## src/rtl/imem_fetch_ctrl.sv

```systemverilog
// imem_fetch_ctrl: instruction-fetch sequencer for a byte-wide instruction memory.
// Reads each 16-bit instruction as two bytes (high at PC, low at PC+1), hands it
// to decode over valid/ready, and shares the memory port with a byte loader.
// Optional feature macro: IFETCH_LOADER_EN (loader ports and write arbitration).
module imem_fetch_ctrl #(
  parameter int unsigned        ADDR_W   = 8,
  parameter logic [ADDR_W-1:0]  RESET_PC = '0
) (
  input  logic              clk,
  input  logic              rst_n,
  input  logic              run,
  output logic [ADDR_W-1:0] mem_addr,
  input  logic [7:0]        mem_rdata,
  output logic              mem_we,
  output logic [7:0]        mem_wdata,
  input  logic              redirect_valid,
  input  logic [ADDR_W-1:0] redirect_pc,
  output logic              instr_valid,
  input  logic              instr_ready,
  output logic [15:0]       instr,
`ifdef IFETCH_LOADER_EN
  input  logic              ld_valid,
  output logic              ld_ready,
  input  logic [ADDR_W-1:0] ld_addr,
  input  logic [7:0]        ld_data,
`endif
  output logic [ADDR_W-1:0] instr_pc
);

  typedef enum logic [1:0] {
    IDLE = 2'd0,
    HI   = 2'd1,
    LO   = 2'd2,
    HOLD = 2'd3
  } state_t;

  state_t              state, state_nxt;
  logic [ADDR_W-1:0]   pc, pc_nxt;
  logic [15:0]         instr_nxt;
  logic [ADDR_W-1:0]   instr_pc_nxt;

  logic                ld_req;
  logic [ADDR_W-1:0]   ld_a;
  logic [7:0]          ld_d;
  logic                ld_grant;

  // Loader request view; without the loader nothing ever requests the port.
`ifdef IFETCH_LOADER_EN
  assign ld_req   = ld_valid;
  assign ld_a     = ld_addr;
  assign ld_d     = ld_data;
  assign ld_ready = ld_grant;
`else
  assign ld_req   = 1'b0;
  assign ld_a     = '0;
  assign ld_d     = '0;
`endif

  // A held instruction is exactly the HOLD state.
  assign instr_valid = (state == HOLD);

  // State, PC and instruction registers.
  always_ff @(posedge clk or negedge rst_n) begin
    if (!rst_n) begin
      state    <= IDLE;
      pc       <= RESET_PC;
      instr    <= 16'h0000;
      instr_pc <= '0;
    end else begin
      state    <= state_nxt;
      pc       <= pc_nxt;
      instr    <= instr_nxt;
      instr_pc <= instr_pc_nxt;
    end
  end

  // Next-state, memory port arbitration and byte capture.
  always_comb begin
    state_nxt    = state;
    pc_nxt       = pc;
    instr_nxt    = instr;
    instr_pc_nxt = instr_pc;
    mem_addr     = pc;
    mem_we       = 1'b0;
    mem_wdata    = 8'h00;
    ld_grant     = 1'b0;

    case (state)
      IDLE: begin
        if (ld_req) begin
          mem_we    = 1'b1;
          mem_addr  = ld_a;
          mem_wdata = ld_d;
          ld_grant  = 1'b1;
        end else if (run) begin
          state_nxt = HI;
        end
      end
      HI: begin
        instr_nxt[15:8] = mem_rdata;
        state_nxt       = LO;
      end
      LO: begin
        mem_addr       = pc + ADDR_W'(1);
        instr_nxt[7:0] = mem_rdata;
        instr_pc_nxt   = pc;
        state_nxt      = HOLD;
      end
      HOLD: begin
        if (instr_ready) begin
          pc_nxt    = pc + ADDR_W'(2);
          state_nxt = (ld_req || !run) ? IDLE : HI;
        end
      end
      default: state_nxt = IDLE;
    endcase

    // Redirect overrides the sequence and drops any partial fetch.
    if (redirect_valid) begin
      pc_nxt    = redirect_pc;
      state_nxt = (run && !ld_req) ? HI : IDLE;
    end
  end

endmodule

```

## config.mk

```make
export PLATFORM = sky130hd
export DESIGN_NAME = imem_fetch_ctrl
export DESIGN_NICKNAME = d
export VERILOG_FILES = /design/src/rtl/imem_fetch_ctrl.sv
export SDC_FILE = /design/constraint.sdc
export NUM_CORES = 1
export LEC_CHECK = 0
export BUFFER_PORTS_ARGS = -buffer_cell sky130_fd_sc_hd__buf_2
export CELL_PAD_IN_SITES_DETAIL_PLACEMENT = 1
export CELL_PAD_IN_SITES_GLOBAL_PLACEMENT = 2
export CORE_UTILIZATION = 33
export CTS_BUF_LIST = sky130_fd_sc_hd__clkbuf_16
export CTS_CLUSTER_SIZE = 25
export DETAILED_ROUTE_END_ITERATION = 10
export PLACE_DENSITY_LB_ADDON = 0.12
export RECOVER_POWER = 50
export SLEW_MARGIN = 30
export SYNTH_ARGS = -nofsm -noshare
export SYNTH_HDL_FRONTEND = slang
export SYNTH_SLANG_ARGS = --single-unit
```

## constraint.sdc

```tcl
create_clock -name clk -period 4.6 [get_ports clk]
set_clock_uncertainty 0.15 [all_clocks]
set_input_delay 0 -clock clk [delete_from_list [all_inputs] [get_ports clk]]
set_output_delay 0 -clock clk [all_outputs]
set_load 0.02 [all_outputs]
```

* Word-level counts from Yosys, hierarchy flattened *
Index checks and enable logic that the tools add are counted.

word-level totals
  bits in registers = 34
  bits of input ports = 21
  word-level logic and storage cells = 26

cells by class
  add/subtract/negate cells = 2
  equal/unequal tests = 5
  multiplexer cells = 9
  reduce and logical (&&, ||, !) cells = 5

operators with widths
  kind                                                 count
  two-way mux 8 bit                                    4
  adder 8 x 1 -> 8 bit, second input constant          1
  adder 8 x 2 -> 8 bit, second input constant          1
  one-hot mux 2 bit (4 select lines)                   1
  two-way mux 2 bit                                    3
  equality test 2 bit, second input constant           2
  AND reduction 2 bit                                  2
  nonzero test 2 bit                                   2
  != test 3 x 2 -> 1 bit, second input constant        1
  != test 3 bit, second input constant                 1
  equality test 2 x 1 -> 1 bit, second input constant  1
  zero test 2 bit                                      1
  two-way mux 1 bit                                    1

* Longest topological paths before layout *
  depth after elaboration = 4
  depth in mapped cells = 6

* Worst setup path before layout *
Ideal clock, no wire load.

  path kind = reg2out
  from = reg state[0]
  to = out mem_addr[6]
  arrival = 1.500 ns
  setup slack = 2.950 ns
  stages on the path, launching flop included = 7
  path buffers = 1
  cells stage by stage = dfrtp_1 -> inv_1 -> ha_1 -> buf_4 -> nand4_1 -> nor2_1 -> xor2_1

on the way
  longest elaborated chain between the ends = 2

ends and longest elaborated chain
  item                      RTL line  RTL
  start: declaration        37        state_t state, state_nxt;
  start signal: assignment  70        state <= state_nxt;
  equality test 2 bit       88        case (state)
  two-way mux 8 bit         -
  end: declaration          12        output logic [ADDR_W-1:0] mem_addr,

No other way between the ends.

* Worst setup path after layout *
Same ends and word-level chain as after synthesis.

==> metrics <==
status finished with violations; failing checks capacitance limit, slew limit; mux share of post-synthesis cell area 0.189; clk slew on worst S/H paths 0.05 ns; Hold WC Path Type input port to flop; layout cell share with drive strength beyond 1 0.294; final number of setup-violating endpoints 0; mean number of vias per cell 4.41; cts repair resizes 0; CTS Root Cell clkbuf_16; nets 250; Layout area overhead 36.7%; first-pass GRT wire length 6.47 mm; WL/cell 13.3 um; startpoint types flop; Synth Area in Compound Gates 0.0350; final period utilization 0.514; num rows 25; ant diodes 0; Mapped Area 1710 sq um; Post-DRT Antenna Nets 0; leak pwr 1.04 nW; worst vdd ir 0.345 mV; Initial Util 0.354; postcts setup bufs 0; total CTS buffers 5; DP Cell Count 255; Rel. slew slack -0.190; DR iter-0 viols 48; Critical Path RT 4.45 ns; yosys warns 0; CP max FO 21; GRT Residual Overflow 0; hold_buf cts 25; unrepaired setup endpoints after global routing false; FF+latch count, synth 34; crit path capture type output pin; Pwr Density 597 nW/um^2; Max Cap Violations 1; kind of critical path flop to output pin; Core Region 4850 sq um; vias in the first global route 1347; die height 74.1 um; number of H-tree levels 2; count of flip-flops with a built-in enable after synthesis 0; Reg2Reg Depth 6; Total GRT Usage 0.156; Synth cell types 25; minimum clock period 2.36 ns; drt first pass iters 4; Hold Crit Depth 4; clk sinks 34; largest net degree at the start of global routing 35; post-synthesis xor/xnor area fraction 0.0664; post-synthesis adder-cell area fraction 0.0657; r2r setup slk 2.54 ns; Worst-Margin Slew 1.79 ns; initial antenna violation count 0; Post-route DRC 0; vias 1271; top_reg_cell synth dfrtp_1; fraction of registers with async set/reset 1.00; filler instances 573; fin cells 288; Post-Synth Simple-Gate Area 0.0686; fin. max-slew vios 35; Max Buffers Root-to-Sink 2; routability cong. 0.779; sequential-to-total area share from yosys stat 0.496; Avg Cell Area, Syn 12.0 sq um; io pins 63; total wire length 3.84 mm; Port-buffer cells 53; die width 74.1 um; main combinational cell family by area after synthesis multiplexers; CTS tree yes; CP arrival 2.21 ns; final number of hold-violating endpoints 0; die area 5490 sq um; FMAX 423 MHz; DP HPWL 2.78 mm; sum of negative setup slack 0 ns; Worst-Skew Late Latency 0.27 ns; Post-Syn Instances 143
cell usage in the layout (no fill, tap or decap), types with 2 or more instances in the layout:
master / count
nand4_1: 2
conb_1: 9
o21ai_0: 5
dfrtp_1: 34
buf_2: 28
nor2_1: 7
inv_1: 5
xor2_1: 7
dlygate4sd3_1: 25
clkbuf_16: 5
clkbuf_1: 25
xnor2_1: 6
mux2i_1: 2
nand3_1: 4
nand2_1: 10
mux2_2: 27
ha_1: 8
final timing paths:
kind | startpoint | end
setup / recovery | state[0] | mem_addr[6]
hold / removal | instr_ready | pc[3]
setup reg to reg | state[1] | pc[7]
hold reg to reg | instr[1] | instr[1]
max in group asynchronous | rst_n | pc[6]
min in group asynchronous | rst_n | pc[3]
power breakdown:
part,internal [W],switching [W]
Clock,0.000197,0.000117
Sequential,0.000423,0.0000814
Combinational,0.000240,0.000341
Total,0.000860,0.000539
logic make-up (layout without fill, tap and decap cells):
kind of cell	Yosys count	after routing
AO/OA/AOI/OAI	10	10
XOR/XNOR	13	13
adder cells (fa/ha/maj)	9	9
buffers and inverters	21	91
flip-flops	34	34
multiplexers	29	29
other	1	9
AND/OR/NAND/NOR	26	26
metal layers:
| metal | track usage | part of all wire |
|---|---|---|
| met4 | 0.0449 | 0.012 |
| met2 | 0.270 | 0.51 |
| met5 | 0 | 0 |
| met1 | 0.197 | 0.44 |
| met3 | 0.0339 | 0.039 |
critical path, cell delays in order (launching register included):
cell     delay [ns]
dfrtp_1        0.42
inv_1          0.14
ha_2           0.54
nand4_1        0.26
nor2_1         0.22
xor2_1         0.16
buf_2          0.18
sequential cells by signal (all words and copies together) (netlist names):
name / flops
state: 2
instr_pc: 8
instr: 16
pc: 8
synth_stat cells (2+ instances only):
master   number  area [sq um]
xor2_1        7          61.3
nand3_1       4          20.0
inv_1         5          18.8
mux2i_1       2          20.0
nand2_1      10          37.5
mux2_2       27           304
dfrtp_1      34           851
ha_1          9           113
buf_2         3          15.0
nor2_1        7          26.3
xnor2_1       6          52.6
buf_4        11          82.6
nand4_1       2          12.5
o21ai_0       5          25.0
per-stage QoR:
| stage | total power, W | utilization | cell area (sq um) | worst slack (ns) | hold slack, ns |
|---|---|---|---|---|---|
| 2_1_floorplan | 0.000918 | - | 1740 | 2.95 | -0.446 |
| 3_3_place_gp | 0.00108 | 0.409 | 1980 | 2.35 | -0.0421 |
| 3_5_place_dp | 0.00111 | 0.409 | 1980 | 2.16 | -0.0380 |
| 4_1_cts | 0.00144 | 0.489 | 2370 | 1.86 | 0.0968 |
| 5_1_grt | 0.00149 | 0.483 | 2340 | 2.06 | 0.148 |
| 6_report | 0.00140 | 0.483 | 2340 | 2.24 | 0.0923 |
area by class of cell:
type / instances / area (sq um) / area share
well taps: 67 / 83.8 / 0.0358
flip-flops and latches: 34 / 851 / 0.363
clock buffers: 5 / 125 / 0.0534
repair buffers: 78 / 484 / 0.207
multi-input cells: 96 / 764 / 0.326
clock inverters: 3 / 16.3 / 0.00694
inverters: 5 / 18.8 / 0.00801
Power figures use the tool's default switching activity.
